===== config.mk =====
export PLATFORM = sky130hd
export DESIGN_NAME = prog_load_sequencer
export DESIGN_NICKNAME = d
export VERILOG_FILES = /design/src/rtl/prog_load_sequencer.sv
export SDC_FILE = /design/constraint.sdc
export NUM_CORES = 1
export LEC_CHECK = 0
export ABC_AREA = 1
export BUFFER_PORTS_ARGS = -buffer_cell sky130_fd_sc_hd__buf_2
export CORE_AREA = 4 4 474 476
export CTS_BUF_LIST = sky130_fd_sc_hd__clkbuf_16
export CTS_CLUSTER_SIZE = 12
export DETAILED_ROUTE_END_ITERATION = 10
export DIE_AREA = 0 0 478 480
export PLACE_DENSITY = 0.31
export SLEW_MARGIN = 20
export SYNTH_ARGS = -nofsm -noshare
export SYNTH_HDL_FRONTEND = slang
export SYNTH_SLANG_ARGS = --single-unit

===== constraint.sdc =====
create_clock -name io_axiClk -period 4.5 [get_ports io_axiClk]
set_input_delay 0.225 -clock io_axiClk [delete_from_list [all_inputs] [get_ports io_axiClk]]
set_output_delay 0.225 -clock io_axiClk [all_outputs]
set_load 0.1 [all_outputs]

===== src/rtl/prog_load_sequencer.sv =====
// Loads a host binary into the Briey on-chip RAM over the program_load AW/W port,
// then releases the core. One command = RAM hard reset, N line writes, settle, run.
module prog_load_sequencer #(
  parameter int ADDR_W        = 15,
  parameter int DATA_W        = 512,
  parameter int MAX_LINES     = 512,
  parameter int RST_CYCLES    = 16,
  parameter int SETTLE_CYCLES = 2
) (
  input  logic                  io_axiClk,
  input  logic                  io_asyncReset,
  input  logic                  cmd_start,
  input  logic [ADDR_W-1:0]     cmd_base_addr,
  input  logic [9:0]            cmd_num_lines,
  input  logic                  cmd_abort,
  input  logic                  src_valid,
  output logic                  src_ready,
  input  logic [DATA_W-1:0]     src_data,
  input  logic [DATA_W/8-1:0]   src_strb,
  output logic                  program_load_en,
  output logic                  program_load_ram_reset,
  output logic                  program_load_aw_valid,
  input  logic                  program_load_aw_ready,
  output logic [ADDR_W-1:0]     program_load_aw_payload_addr,
  output logic                  program_load_w_valid,
  input  logic                  program_load_w_ready,
  output logic [DATA_W-1:0]     program_load_w_payload_data,
  output logic [DATA_W/8-1:0]   program_load_w_payload_strb,
  output logic                  core_run,
  output logic                  busy,
  output logic                  done,
  output logic                  cmd_err
);

  localparam int CNT_W = 16;
  localparam logic [9:0]        MAX_L     = 10'(MAX_LINES);
  localparam logic [ADDR_W-1:0] LINE_MASK = ~ADDR_W'(63);

  typedef enum logic [2:0] {
    S_IDLE, S_RAMRST, S_ADDR, S_DATA, S_SETTLE, S_RUN
  } state_e;

  state_e            state_q, state_d;
  logic [ADDR_W-1:0] base_q, base_d;
  logic [9:0]        num_lines_q, num_lines_d;
  logic [9:0]        idx_q, idx_d;
  logic [CNT_W-1:0]  cnt_q, cnt_d;
  logic              abort_q, abort_d;
  logic              busy_q, busy_d;
  logic              load_en_q, load_en_d;
  logic              ram_rst_q, ram_rst_d;
  logic              aw_valid_q, aw_valid_d;
  logic              core_run_q, core_run_d;
  logic              done_q, done_d;
  logic              cmd_err_q, cmd_err_d;

  logic in_data, aw_fire, w_fire, abort_pend, can_accept;

  assign in_data    = (state_q == S_DATA);
  assign aw_fire    = aw_valid_q & program_load_aw_ready;
  assign w_fire     = in_data & src_valid & program_load_w_ready;
  assign abort_pend = abort_q | cmd_abort;
  assign can_accept = (state_q == S_IDLE) || (state_q == S_RUN);

  // Next-state logic; control outputs are decoded from the next state so they register cleanly.
  always_comb begin
    state_d     = state_q;
    base_d      = base_q;
    num_lines_d = num_lines_q;
    idx_d       = idx_q;
    cnt_d       = cnt_q;
    abort_d     = abort_q;
    cmd_err_d   = cmd_err_q;
    done_d      = 1'b0;

    if (cmd_start && !can_accept) cmd_err_d = 1'b1;

    case (state_q)
      S_IDLE, S_RUN: begin
        if (cmd_start) begin
          if (cmd_num_lines <= MAX_L) begin
            base_d      = cmd_base_addr & LINE_MASK;
            num_lines_d = cmd_num_lines;
            idx_d       = '0;
            cnt_d       = '0;
            abort_d     = 1'b0;
            cmd_err_d   = 1'b0;
            state_d     = S_RAMRST;
          end else begin
            cmd_err_d = 1'b1;
          end
        end
      end
      S_RAMRST: begin
        if (cmd_abort) begin
          state_d = S_IDLE;
        end else if (cnt_q == CNT_W'(RST_CYCLES - 1)) begin
          cnt_d   = '0;
          state_d = (num_lines_q == 10'd0) ? S_SETTLE : S_ADDR;
        end else begin
          cnt_d = cnt_q + 1'b1;
        end
      end
      S_ADDR: begin
        abort_d = abort_pend;
        if (aw_fire) state_d = abort_pend ? S_IDLE : S_DATA;
      end
      S_DATA: begin
        abort_d = abort_pend;
        if (w_fire) begin
          if (abort_pend) begin
            state_d = S_IDLE;
          end else if (idx_q == num_lines_q - 10'd1) begin
            cnt_d   = '0;
            state_d = S_SETTLE;
          end else begin
            idx_d   = idx_q + 10'd1;
            state_d = S_ADDR;
          end
        end
      end
      S_SETTLE: begin
        if (cmd_abort) begin
          state_d = S_IDLE;
        end else if (cnt_q == CNT_W'(SETTLE_CYCLES - 1)) begin
          cnt_d   = '0;
          done_d  = 1'b1;
          state_d = S_RUN;
        end else begin
          cnt_d = cnt_q + 1'b1;
        end
      end
      default: state_d = S_IDLE;
    endcase

    if (state_d == S_IDLE) abort_d = 1'b0;

    busy_d     = (state_d == S_RAMRST) || (state_d == S_ADDR) ||
                 (state_d == S_DATA)   || (state_d == S_SETTLE);
    load_en_d  = (state_d == S_RAMRST) || (state_d == S_ADDR) || (state_d == S_DATA);
    ram_rst_d  = (state_d == S_RAMRST);
    aw_valid_d = (state_d == S_ADDR);
    core_run_d = (state_d == S_RUN);
  end

  always_ff @(posedge io_axiClk or posedge io_asyncReset) begin
    if (io_asyncReset) begin
      state_q     <= S_IDLE;
      base_q      <= '0;
      num_lines_q <= '0;
      idx_q       <= '0;
      cnt_q       <= '0;
      abort_q     <= 1'b0;
      busy_q      <= 1'b0;
      load_en_q   <= 1'b0;
      ram_rst_q   <= 1'b0;
      aw_valid_q  <= 1'b0;
      core_run_q  <= 1'b0;
      done_q      <= 1'b0;
      cmd_err_q   <= 1'b0;
    end else begin
      state_q     <= state_d;
      base_q      <= base_d;
      num_lines_q <= num_lines_d;
      idx_q       <= idx_d;
      cnt_q       <= cnt_d;
      abort_q     <= abort_d;
      busy_q      <= busy_d;
      load_en_q   <= load_en_d;
      ram_rst_q   <= ram_rst_d;
      aw_valid_q  <= aw_valid_d;
      core_run_q  <= core_run_d;
      done_q      <= done_d;
      cmd_err_q   <= cmd_err_d;
    end
  end

  // Address wraps naturally by truncation to ADDR_W bits.
  assign program_load_aw_payload_addr = base_q + ADDR_W'({idx_q, 6'b0});
  assign program_load_aw_valid        = aw_valid_q;
  assign program_load_w_valid         = in_data & src_valid;
  assign src_ready                    = in_data & program_load_w_ready;
  assign program_load_w_payload_data  = in_data ? src_data : '0;
  assign program_load_w_payload_strb  = in_data ? src_strb : '0;
  assign program_load_en              = load_en_q;
  assign program_load_ram_reset       = ram_rst_q;
  assign core_run                     = core_run_q;
  assign busy                         = busy_q;
  assign done                         = done_q;
  assign cmd_err                      = cmd_err_q;

endmodule


### Word level (Yosys, flattened, before mapping)

Cells that the tools add are included.

| storage, ports and cells | value |
|---|---|
| flip-flop bits (word level) | 56 |
| input bits | 608 |
| output and inout port bits | 600 |
| logic and storage cells | 106 |

| cells by class | value |
|---|---|
| add/sub/neg operators | 4 |
| $lt $le $gt $ge | 1 |
| equal/unequal tests | 23 |
| multiplexer cells | 42 |
| bitwise logic cells | 5 |
| reduce and logical (&&, ||, !) cells | 18 |

Operators with widths:

| cell | count |
|---|---|
| $mux 512 | 1 |
| $mux 16 | 9 |
| $mux 64 | 1 |
| $pmux 16 s4 | 1 |
| $mux 10 | 5 |
| $mux 3 | 11 |
| $pmux 10 s2 | 1 |
| $add 16x1->16 const B | 1 |
| $eq 16x1->1 const B | 1 |
| $eq 16x4->1 const B | 1 |
| $add 15x15->15 | 1 |
| $pmux 3 s5 | 1 |
| $eq 3x2->1 const B | 4 |
| $eq 3x3->1 const B | 4 |
| $ne 2x2->1 const B | 6 |
| $add 10x1->10 const B | 1 |
| $eq 10x10->1 | 1 |
| $le 10x10->1 const B | 1 |
| $logic_not 10->1 | 1 |
| $mux 1 | 10 |
| $sub 10x1->10 const B | 1 |
| $reduce_and 8->1 | 1 |
| $eq 3x1->1 const B | 2 |
| $logic_not 3->1 | 2 |
| other kinds (15) | 25 |

### Depth between registers and ports, before layout

| depth | value |
|---|---|
| word-level depth | 10 |
| gate-level depth with buffers | 15 |
| gate-level depth less buffers | 14 |

### Worst setup path after synthesis

OpenSTA, ideal clock, no wires.

| timing path | value |
|---|---|
| path type | register to output |
| from | register idx_q[0] |
| to | output port program_load_aw_payload_addr[12] |
| arrival time | 2.921 ns |
| required time | 4.275 ns |
| setup slack | 1.354 ns |
| stages on the path, launching flop included | 9 |
| path buffers | 0 |
| cells stage by stage | dfrtp_1 -> ha_1 -> inv_1 -> fa_1 -> o21ai_0 -> nand2_1 -> nand2_1 -> a21oi_1 -> xor2_1 |

| between the ends | value |
|---|---|
| cells in the longest elaborated chain, start to end | 1 |

Ends and longest elaborated chain:

| element | RTL line | text |
|---|---|---|
| start: declaration | 46 | `logic [9:0] idx_q, idx_d;` |
| start signal: assignment | 165 | `idx_q <= idx_d;` |
| $add 15x15->15 | 179 | `assign program_load_aw_payload_addr = base_q + ADDR_W'({idx_q, 6'b0});` |
| end: declaration | 24 | `output logic [ADDR_W-1:0] program_load_aw_payload_addr,` |

No other way between the ends.

### Worst setup path in the final report

| timing path | value |
|---|---|
| from | register idx_q[0] |
| to | output port program_load_aw_payload_addr[14] |

Same word-level chain as after synthesis.

==> results.tsv <==
stage	metric	value	unit
status	run status	complete, no violations	
synth	YS warnings	0	
sta	clk_skew	13.2	ps
floorplanning	core footprint	0.221	mm^2
route	drt via density	2.74	
clock_network	CTS tree	yes	
clock_network	hold_buf cts	1	
clock_network	H-tree depth	2	
global_route	first-pass GRT wire length	234	mm
global_route	largest net degree at the start of global routing	129	
sta	Final Hold Vio Count	0	
floorplanning	Initial Util	3.78	%
clock_network	clock latency on the worst-skew pair	320	ps
final_layout	most common cell after layout, fill and taps aside	buf_2	
sta	RSZ-0062 raised after global routing	no	
synth	sequential area share after synthesis	16.8	%
power_and_ir_drop	Final Power	0.00340	W
setup_path	Setup crit end	program_load_aw_payload_addr[14]	
global_route	total grt overflow	0	
clock_network	post-CTS resize count	0	
final_layout	final net count	3525	
clock_network	CTS root buf	clkbuf_16	
flow_run	max cap viols	0	
placed_design	Detailed Place HPWL	192	mm
clock_network	post-CTS setup buffers	0	
route	drt wl/cell	33.7	um
clock_network	clock tree buffer depth	2	
placed_design	dpl ws	1450	ps
global_route	GRT Total Usage	16.8	%
global_route	number of global-route vias before repair	15900	
synth	Yosys cell types	33	
worst_hold_path	hold crit path type	in2reg	
floorplanning	I/O Pins	1208	
final_layout	area grow syn2layout	119	%
synth	Mapped Cells	1765	
floorplanning	Die Wd	478	um
worst_hold_path	Worst Hold Launch	cmd_base_addr[10]	
sta	# setup viols final	0	
sta	setup TNS	0	ps
setup_path	startpoint types	flop	
setup_path	crit end category	output pin	
sta	Max Fclk	310	MHz
sta	Worst Slack Setup Final	1280	ps
power_and_ir_drop	maximum vdd drop	0.164	mV
power_and_ir_drop	Leakage	12.1	nW
sta	Slew Limit Headroom	44.2	%
setup_path	critical path arrival	3000	ps
route	vias	16300	
synth	Syn Area/Cell	4.74	um^2
sta	Worst Tran Pin Value	834	ps
route	First-pass DRT Iterations	5	
clock_network	Reg clk slew, reported paths	80	ps
global_route	antenna violations before repair	308	
clock_network	cts bufs inserted	5	
setup_path	maximum fanout along the worst path	7	
route	DRC viols	0	
floorplanning	Die Area	0.229	mm^2
setup_path	critical path type	reg2out	
sta	minimum clock period	3220	ps
synth	#FFs+latches synth	56	
placed_design	IO Port Bufs	1195	
placed_design	routability cong.	0.995	
route	DRT iter0 DRCs	1066	
sta	crit share post-route	71.7	%
setup_path	FF-to-FF path depth	13	
setup_path	CP Launch Point	idx_q[0]$_DFFE_PP0P_	
floorplanning	DIE HEIGHT	480	um
final_layout	most frequent cells in the layout	buf_2, inv_1, nor2_1	
setup_path	CP Data Required Time	4280	ps
power_and_ir_drop	power density cells	186	mW/mm^2
final_layout	layout cells sized above 1	42.4	%
route	final wirelength	201	mm
setup_path	R2R Path End	cnt_q[9]$_DFFE_PP0P_	
setup_path	Worst R2R Start	num_lines_q[0]$_DFFE_PP0P_	
clock_network	Clock Sink Count	56	
sta	Slew Viols, Final	0	
setup_path	register-to-register setup slack	1670	ps
synth	post-synthesis instance area	0.00836	mm^2
route	Routed Antenna Nets	0	
floorplanning	Rows	173	
==> cell families after synthesis <==
kind of cell / after synthesis / share of synthesized area [%]
flops: 56 / 16.8
simple gates: 886 / 41.9
xor+xnor: 25 / 2.62
other cells: 1 / 0.0448
fa+ha+maj: 13 / 2.03
compound gates: 56 / 3.58
buf+inv: 728 / 33.0
==> critical path, stage by stage, from the launching register on <==
cell     delay (ps)
dfrtp_1         470
ha_1            310
inv_1            80
fa_1            410
o21ai_0         310
nand2_1         100
nand2_1          70
a21oi_1          80
o21ai_0         170
nand2_1          90
nand2_1          60
nand2_1          40
nand2_1          50
buf_2           430
==> cell usage after synthesis (all sizes together) <==
cell,instances,share of area (%)
o21ai,26,1.6
dfrtp,56,17
xor2,20,2.1
conb,1,0.045
ha,12,1.8
buf,13,0.93
nand2,170,7.8
xnor2,5,0.52
fa,1,0.24
or2,2,0.15
clkbuf,69,3.1
a211oi,3,0.27
a32oi,1,0.10
nor3,11,0.85
inv,646,29
nor4,5,0.37
nor3b,1,0.090
a21oi,23,1.4
a21boi,2,0.18
nand4,10,0.75
o21bai,1,0.090
nand3,60,3.7
nor2,627,28
==> cell type report <==
| type | count | area, um^2 |
|---|---|---|
| clock inverter | 3 | 42.5 |
| multi-input combinational | 986 | 4230 |
| fill | 26700 | 203000 |
| tap | 2975 | 3720 |
| antenna | 83 | 208 |
| timing repair buffer | 1209 | 6130 |
| inverter | 646 | 2430 |
| clock buffer | 5 | 125 |
| sequential | 56 | 1400 |
==> where the power goes <==
group | internal [W] | switching, W
combinational | 0.000553 | 0.00162
clock | 0.000265 | 0.000226
sequential | 0.000629 | 0.000109
total | 0.00145 | 0.00195
==> registers in the layout, indices dropped and copies added, names as in the netlist, named ones only <==
register	cells
program_load_aw_valid	1
busy	1
base_q	9
program_load_ram_reset	1
program_load_en	1
done	1
state_q	3
core_run	1
abort_q	1
num_lines_q	10
cnt_q	16
idx_q	10
==> through the flow <==
step | hold slack (ps) | cell area, um^2 | util, % | std cells
2_1_floorplan | 335 | 8380 | - | 1770
3_5_place_dp | 133 | 17900 | 8.10 | 5871
3_3_place_gp | 139 | 17900 | 8.10 | 5871
4_1_cts | 95.8 | 18100 | 8.18 | 5880
5_1_grt | 119 | 18200 | 8.23 | 5926
6_report | 110 | 18300 | 8.27 | 5963
==> worst min-delay path by stage <==
stage	slack [ps]	cells after the start	end
after floorplan	330	2	base_q[10]$_DFFE_PP0P_
after global routing	120	3	base_q[8]$_DFFE_PP0P_
after detailed placement	130	2	base_q[7]$_DFFE_PP0P_
after global placement	140	2	base_q[7]$_DFFE_PP0P_
final	110	3	base_q[10]$_DFFE_PP0P_
after CTS	100	3	base_q[10]$_DFFE_PP0P_
==> layer usage <==
| metal | vias up | share of wire [%] | global-route usage, % | wire, um |
|---|---|---|---|---|
| met5 | - | 0.61 | 1.82 | 1220 |
| met2 | 1263 | 48 | 29.0 | 96000 |
| met1 | 7405 | 33 | 16.3 | 66100 |
| met4 | 96 | 2.9 | 3.32 | 5740 |
| li1 | 7148 | - | - | - |
| met3 | 433 | 16 | 11.7 | 32200 |
(Power assumes the default switching activity.)
